--- config.mk ---
export PLATFORM = sky130hd
export DESIGN_NAME = seq_alu
export DESIGN_NICKNAME = d
export VERILOG_FILES = /design/src/rtl/seq_alu_pkg.sv /design/src/rtl/seq_alu_mdu.sv /design/src/rtl/seq_alu.sv
export SDC_FILE = /design/constraint.sdc
export NUM_CORES = 1
export LEC_CHECK = 0
export ABC_AREA = 1
export BUFFER_PORTS_ARGS = -buffer_cell sky130_fd_sc_hd__buf_2
export CAP_MARGIN = 20
export CORE_AREA = 3 3 191 193
export DETAILED_ROUTE_END_ITERATION = 16
export DIE_AREA = 0 0 194 196
export PLACE_DENSITY = 0.55
export SETUP_SLACK_MARGIN = 0.1
export SLEW_MARGIN = 20
export SYNTH_ARGS = -nofsm -noshare
export SYNTH_HDL_FRONTEND = slang
export SYNTH_SLANG_ARGS = --single-unit
--- constraint.sdc ---
create_clock -name clk -period 2.7 [get_ports clk]
set_input_delay 0.405 -clock clk [delete_from_list [all_inputs] [get_ports clk]]
set_output_delay 0.405 -clock clk [all_outputs]
set_load 0.01 [all_outputs]
--- src/rtl/seq_alu_pkg.sv ---
// Shared opcodes, FSM encoding and op-class helpers for the seq_alu execution unit.
package seq_alu_pkg;

  localparam int OP_W = 5;

  localparam logic [OP_W-1:0] OP_ADD    = 5'h00;
  localparam logic [OP_W-1:0] OP_SUB    = 5'h01;
  localparam logic [OP_W-1:0] OP_AND    = 5'h02;
  localparam logic [OP_W-1:0] OP_OR     = 5'h03;
  localparam logic [OP_W-1:0] OP_SLL    = 5'h04;
  localparam logic [OP_W-1:0] OP_SLT    = 5'h05;
  localparam logic [OP_W-1:0] OP_SLTU   = 5'h06;
  localparam logic [OP_W-1:0] OP_XOR    = 5'h07;
  localparam logic [OP_W-1:0] OP_SRL    = 5'h08;
  localparam logic [OP_W-1:0] OP_SRA    = 5'h09;
  localparam logic [OP_W-1:0] OP_MUL    = 5'h10;
  localparam logic [OP_W-1:0] OP_MULH   = 5'h11;
  localparam logic [OP_W-1:0] OP_MULHSU = 5'h12;
  localparam logic [OP_W-1:0] OP_MULHU  = 5'h13;
  localparam logic [OP_W-1:0] OP_DIV    = 5'h14;
  localparam logic [OP_W-1:0] OP_DIVU   = 5'h15;
  localparam logic [OP_W-1:0] OP_REM    = 5'h16;
  localparam logic [OP_W-1:0] OP_REMU   = 5'h17;

  typedef enum logic [1:0] {
    ST_IDLE = 2'd0,
    ST_CALC = 2'd1,
    ST_FIX  = 2'd2,
    ST_DONE = 2'd3
  } state_e;

  function automatic logic is_mdu_op(input logic [OP_W-1:0] op);
    return op[4:3] == 2'b10;
  endfunction

  function automatic logic is_div_op(input logic [OP_W-1:0] op);
    return is_mdu_op(op) && op[2];
  endfunction

endpackage

--- src/rtl/seq_alu_mdu.sv ---
// Iterative multiply/divide on operand magnitudes, one bit per cycle for XLEN cycles.
// start loads operands; done pulses during the last step; res is valid the following cycle.
module seq_alu_mdu #(
  parameter int XLEN = 32
) (
  input  logic            clk,
  input  logic            rst_n,
  input  logic            start,
  input  logic            kill,
  input  logic [2:0]      fn,
  input  logic [XLEN-1:0] a,
  input  logic [XLEN-1:0] b,
  output logic            done,
  output logic [XLEN-1:0] res
);

  localparam int CW = $clog2(XLEN);

  logic              run;
  logic [CW-1:0]     cnt;
  logic [2*XLEN-1:0] p;
  logic [XLEN-1:0]   mb;
  logic [2:0]        fn_q;
  logic              neg_a, neg_b;

  logic              a_sgn, b_sgn, na, nb;
  logic [XLEN-1:0]   ma, mbi;
  logic [XLEN:0]     add_s, div_d;
  logic [2*XLEN-1:0] sprod;
  logic [XLEN-1:0]   quo, rem;

  always_comb begin
    a_sgn = fn[2] ? ~fn[0] : (fn[1:0] != 2'b11);
    b_sgn = fn[2] ? ~fn[0] : ~fn[1];
    na    = a_sgn & a[XLEN-1];
    nb    = b_sgn & b[XLEN-1];
    ma    = na ? -a : a;
    mbi   = nb ? -b : b;
  end

  // p is {partial product | multiplier} for multiply and {remainder | quotient} for divide
  always_comb begin
    add_s = {1'b0, p[2*XLEN-1:XLEN]} + (p[0] ? {1'b0, mb} : '0);
    div_d = {p[2*XLEN-1:XLEN], p[XLEN-1]} - {1'b0, mb};
  end

  assign done = run && (cnt == CW'(XLEN-1));

  always_ff @(posedge clk) begin
    if (!rst_n) begin
      run   <= 1'b0;
      cnt   <= '0;
      p     <= '0;
      mb    <= '0;
      fn_q  <= '0;
      neg_a <= 1'b0;
      neg_b <= 1'b0;
    end else if (kill) begin
      run <= 1'b0;
      cnt <= '0;
    end else if (start) begin
      run   <= 1'b1;
      cnt   <= '0;
      p     <= {{XLEN{1'b0}}, ma};
      mb    <= mbi;
      fn_q  <= fn;
      neg_a <= na;
      neg_b <= nb;
    end else if (run) begin
      if (fn_q[2])
        p <= div_d[XLEN] ? {p[2*XLEN-2:0], 1'b0} : {div_d[XLEN-1:0], p[XLEN-2:0], 1'b1};
      else
        p <= {add_s, p[XLEN-1:1]};
      cnt <= cnt + 1'b1;
      if (done) begin
        run <= 1'b0;
        cnt <= '0;
      end
    end
  end

  always_comb begin
    sprod = (neg_a ^ neg_b) ? -p : p;
    quo   = p[XLEN-1:0];
    rem   = p[2*XLEN-1:XLEN];
    if (!fn_q[2])
      res = (fn_q[1:0] == 2'b00) ? sprod[XLEN-1:0] : sprod[2*XLEN-1:XLEN];
    else if (fn_q[1])
      res = neg_a ? -rem : rem;
    else
      res = (neg_a ^ neg_b) ? -quo : quo;
  end

endmodule

--- src/rtl/seq_alu.sv ---
// Handshaked ALU: base ops and divide corner cases in 1 cycle, MUL/DIV in XLEN+2 when SEQ_ALU_MDU_EN is defined.
// Result and flags hold while out_valid && !out_ready; kill flushes to IDLE from any state.
module seq_alu
  import seq_alu_pkg::*;
#(
  parameter int XLEN = 32
) (
  input  logic            clk,
  input  logic            rst_n,
  input  logic            in_valid,
  output logic            in_ready,
  input  logic [OP_W-1:0] op,
  input  logic [XLEN-1:0] src_a,
  input  logic [XLEN-1:0] src_b,
  input  logic            kill,
  output logic            out_valid,
  input  logic            out_ready,
  output logic [XLEN-1:0] result,
  output logic            zero,
  output logic            lt,
  output logic            ltu,
  output logic            illegal,
  output logic            busy
);

  localparam int SHW = $clog2(XLEN);
  localparam logic [XLEN-1:0] XMIN = {1'b1, {(XLEN-1){1'b0}}};

  state_e          state;
  logic [XLEN-1:0] imm_res;
  logic            imm_ill;
  logic            lt_c, ltu_c;
  logic [SHW-1:0]  shamt;

  assign in_ready = (state == ST_IDLE);
  assign busy     = (state != ST_IDLE);
  assign lt_c     = $signed(src_a) < $signed(src_b);
  assign ltu_c    = src_a < src_b;
  assign shamt    = src_b[SHW-1:0];

`ifdef SEQ_ALU_MDU_EN
  logic            go_calc;
  logic            mdu_done;
  logic [XLEN-1:0] mdu_res;
  logic            lt_q, ltu_q;

  seq_alu_mdu #(.XLEN(XLEN)) u_mdu (
    .clk   (clk),
    .rst_n (rst_n),
    .start (in_ready && in_valid && go_calc),
    .kill  (kill),
    .fn    (op[2:0]),
    .a     (src_a),
    .b     (src_b),
    .done  (mdu_done),
    .res   (mdu_res)
  );
`endif

  always_comb begin
    imm_res = '0;
    imm_ill = 1'b0;
`ifdef SEQ_ALU_MDU_EN
    go_calc = 1'b0;
`endif
    case (op)
      OP_ADD:  imm_res = src_a + src_b;
      OP_SUB:  imm_res = src_a - src_b;
      OP_AND:  imm_res = src_a & src_b;
      OP_OR:   imm_res = src_a | src_b;
      OP_XOR:  imm_res = src_a ^ src_b;
      OP_SLL:  imm_res = src_a << shamt;
      OP_SRL:  imm_res = src_a >> shamt;
      OP_SRA:  imm_res = $signed(src_a) >>> shamt;
      OP_SLT:  imm_res = {{(XLEN-1){1'b0}}, lt_c};
      OP_SLTU: imm_res = {{(XLEN-1){1'b0}}, ltu_c};
      default: begin
`ifdef SEQ_ALU_MDU_EN
        // Divide-by-zero and MIN/-1 never enter the iterative path
        if (!is_mdu_op(op))
          imm_ill = 1'b1;
        else if (is_div_op(op) && src_b == '0)
          imm_res = op[1] ? src_a : '1;
        else if (is_div_op(op) && !op[0] && src_a == XMIN && src_b == '1)
          imm_res = op[1] ? '0 : XMIN;
        else
          go_calc = 1'b1;
`else
        imm_ill = 1'b1;
`endif
      end
    endcase
  end

  always_ff @(posedge clk) begin
    if (!rst_n) begin
      state     <= ST_IDLE;
      out_valid <= 1'b0;
      result    <= '0;
      zero      <= 1'b1;
      lt        <= 1'b0;
      ltu       <= 1'b0;
      illegal   <= 1'b0;
`ifdef SEQ_ALU_MDU_EN
      lt_q      <= 1'b0;
      ltu_q     <= 1'b0;
`endif
    end else if (kill) begin
      state     <= ST_IDLE;
      out_valid <= 1'b0;
    end else begin
      case (state)
        ST_IDLE: if (in_valid) begin
`ifdef SEQ_ALU_MDU_EN
          if (go_calc) begin
            state <= ST_CALC;
            lt_q  <= lt_c;
            ltu_q <= ltu_c;
          end else
`endif
          begin
            state     <= ST_DONE;
            out_valid <= 1'b1;
            result    <= imm_res;
            zero      <= (imm_res == '0);
            lt        <= lt_c;
            ltu       <= ltu_c;
            illegal   <= imm_ill;
          end
        end
`ifdef SEQ_ALU_MDU_EN
        ST_CALC: if (mdu_done) state <= ST_FIX;
        ST_FIX: begin
          state     <= ST_DONE;
          out_valid <= 1'b1;
          result    <= mdu_res;
          zero      <= (mdu_res == '0);
          lt        <= lt_q;
          ltu       <= ltu_q;
          illegal   <= 1'b0;
        end
`endif
        ST_DONE: if (out_ready) begin
          state     <= ST_IDLE;
          out_valid <= 1'b0;
        end
        default: state <= ST_IDLE;
      endcase
    end
  end

endmodule
==> run_results.csv <==
group,metric,value,unit
outcome,status,"finished, final reports clean",
routing,routed_wl,65.6,mm
setup_path,critPathKind,"in2reg",
routing,wl_per_cell,19.6,um
setup_path,cp_num_cells,20,
placement,dp_cells,3332,
logic_synthesis,ys_types,41,
logic_synthesis,ys_seq_area_share,6.29,%
placement,placed_cell_area,16200,um2
clock_tree,clock_tree.buffer_depth,2,
logic_synthesis,syn_inst,2381,
finish,area_delta_synth_final,47.3,%
power,power_density,261,nW/um2
floorplanning,fp.dieH,196,um
flow_run,cap_violations,0,
timing,max_freq,0.380,GHz
routing,top_layer_used,"met4",
global_route,grt_pass1_vias,16806,
finish,finalNonFillerCells,3352,
power,ir_drop,0.247,mV
timing,hold_viol,0,
routing,via_per_inst,5.34,
placement,gp_congestion,1.04,
floorplanning,fp.dieW,194,um
logic_synthesis,yosys-top-cells-count,"799 x nand2_1, 442 x nand3_1, 346 x inv_1",
placement,hpwl,55.6,mm
setup_path,cpPeakStageDelay,0.30,ns
worst_hold_path,holdCritPathClass,"in2reg",
logic_synthesis,avgSynthCellArea,4.94,um2
timing,fin_skew,0.00727,ns
timing,layout_min_cycle_time,2.63,ns
setup_path,path_max_fanout,5,
routing,ant_nets,0,
clock_tree,htreeDepth,2,
routing,drtIter0Drc,1719,
clock_tree,cts_tree,"built",
floorplanning,dieArea,38000,um2
global_route,antenna_found_initial,0,
setup_path,crit_family,"simple AND/OR/NAND/NOR gates",
global_route,grt_pass1_wl,96.4,mm
finish,design_area,17300,um2
logic_synthesis,yosys-top-cells-area,"nand2_1 25%, nand3_1 19%, inv_1 11%",
logic_synthesis,synthArstFlopShare,0,%
finish,nets,3071,
setup_path,crit_chain,"buf_2 -> inv_1 -> ha_4 -> buf_4 -> nand2_1 -> nor2_4 -> nand3_2 -> nand3_4 -> nand2_1 -> inv_1 -> nor2_1 -> nor2_2 -> nand2_2 -> nor2_4 -> nand2_1 -> nor2_1 -> nand2_1 -> nor2_2 -> nand3_1 -> nand2_1",
logic_synthesis,synthesis.area,11800,um2
routing,met2_length,29.5,mm
timing,rsz0062_at_grt,"yes",
logic_synthesis,ys.flop_type,"dfxtp_1",
logic_synthesis,syn_nets,2556,
clock_tree,clkSinkCount,37,
finish,drive_gt1_share,28.3,%
logic_synthesis,synth_most_common_cell,"nand2_1",
floorplanning,pin_count,113,
timing,max_slew.worst_pin.slew,0.627,ns
clock_tree,cts_buffers,5,
routing,num_vias,17891,
setup_path,crit_top_cell,"nand2_1",
power,leakage,9.86,nW
setup_path,cp.arrival,2.87,ns
setup_path,ff2ff_path_depth,7,
logic_synthesis,yosys.area.top_type,"nand2_1",
setup_path,worst_ep_required_time,2.93,ns
timing,worst_slew_margin_rel,58.2,%
routing,drc,0,
setup_path,cp.buffers_inverters,4,
setup_path,crit_path_start_kind,"input pin",
setup_path,end_kind,"flop",
global_route,overflow,0,
timing,maxSlewViolCount,0,
floorplanning,initial_core_util,33.9,%
placement,io_buffers,112,
timing,setup_viol_count_final,0,
timing,whs,0.322,ns
logic_synthesis,synth_edf_count,0,
worst_hold_path,whs_path_depth,2,
timing,fin_crit_sh,97.5,%
clock_tree,cts_hold_buf,0,
global_route,grtUsageTotal,32.6,%
clock_tree,clk_pin_slew,0.06,ns
logic_synthesis,ys_warn_count,0,
floorplanning,core_region_area,34700,um2
setup_path,cp_slowest_cell,"ha_4",
clock_tree,clk-insertion-delay-late,0.29,ns
routing,drtPass1Iterations,6,
floorplanning,rows,68,
finish,antenna_cells,0,
routing,wl_met3,5.21,mm
clock_tree,root_buffer,"clkbuf_16",
logic_synthesis,synth-seq-cells,37,
routing,drt-met1-wl,27.9,mm
finish,fin_util,49.9,%
power,total_power,4.52,mW
logic_synthesis,synth_top_cell_area_share,25.5,%
global_route,grt_max_degree,56,
-- layout by cell type (no fill, tap or decap), types with 33 or more instances in the layout --
cell type  count
o21ai_0       70
inv_1        337
dfxtp_1       37
nand2_2       33
nor2_2        45
nand2_1      763
nand3_1      428
ha_1          72
a21oi_1       77
buf_4        479
buf_2        102
nor2_1       172
-- final timing paths --
path                                 start         end  slack, ns
worst max register to register   out_valid   result[0]       1.35
worst max-delay path              src_a[6]        zero       0.07
worst min-delay path                  kill   out_valid       0.32
worst min register to register  result[10]  result[10]       0.49
-- per-stage QoR --
stage	setup TNS (ns)	setup slack, ns
CTS	0	0.00304
global placement	-4.78	-0.986
finish	0	0.0679
detailed placement	-5.11	-1.02
floorplan	0	0.107
global route	-0.0772	-0.0772
-- layout make-up --
class	instances	area [um2]
multi-input cells	1882	9930
clock inverters	2	37.5
well taps	455	569
inverters	357	1360
clock buffers	6	139
flip-flops and latches	37	741
fillers	3818	17400
repair buffers	613	4570
-- flip-flops by register name, summed over array words and instances (netlist names) --
register,cells
zero,1
result,32
ltu,1
lt,1
illegal,1
out_valid,1
-- what timing repair did --
action                                  CTS  global route
buffers inserted                          6             8
pin swaps                                21            37
gates cloned                              0             0
endpoints found under the setup margin    8            23
resized for setup                        70           161
-- cell families after synthesis --
logic type      count (synthesis)  synth area share (%)
buf+inv                       462                  16.1
simple gates                 1541                  55.5
flops                          37                  6.29
compound gates                240                  11.2
fa+ha+maj                     101                  10.9
-- worst reg2reg max path, cell delays in order, from the launching register on --
cell and delay, ns:
dfxtp_1 0.32, inv_1 0.08, nand2_1 0.10, nor2_4 0.10
buf_4 0.33, nand3_1 0.15, o211ai_1 0.11, inv_1 0.05
-- power by group --
group / switching (mW) / internal, mW
registers: 0.0195 / 0.583
logic: 1.90 / 1.32
clock network: 0.237 / 0.461
-- per-layer routing --
layer  GRT usage (%)  up-vias
li1                -     8618
met1            43.4     8375
met2            54.1      748
met3            3.86      150
met4            12.2        0
met5               0        -
(Power assumes the default switching activity.)
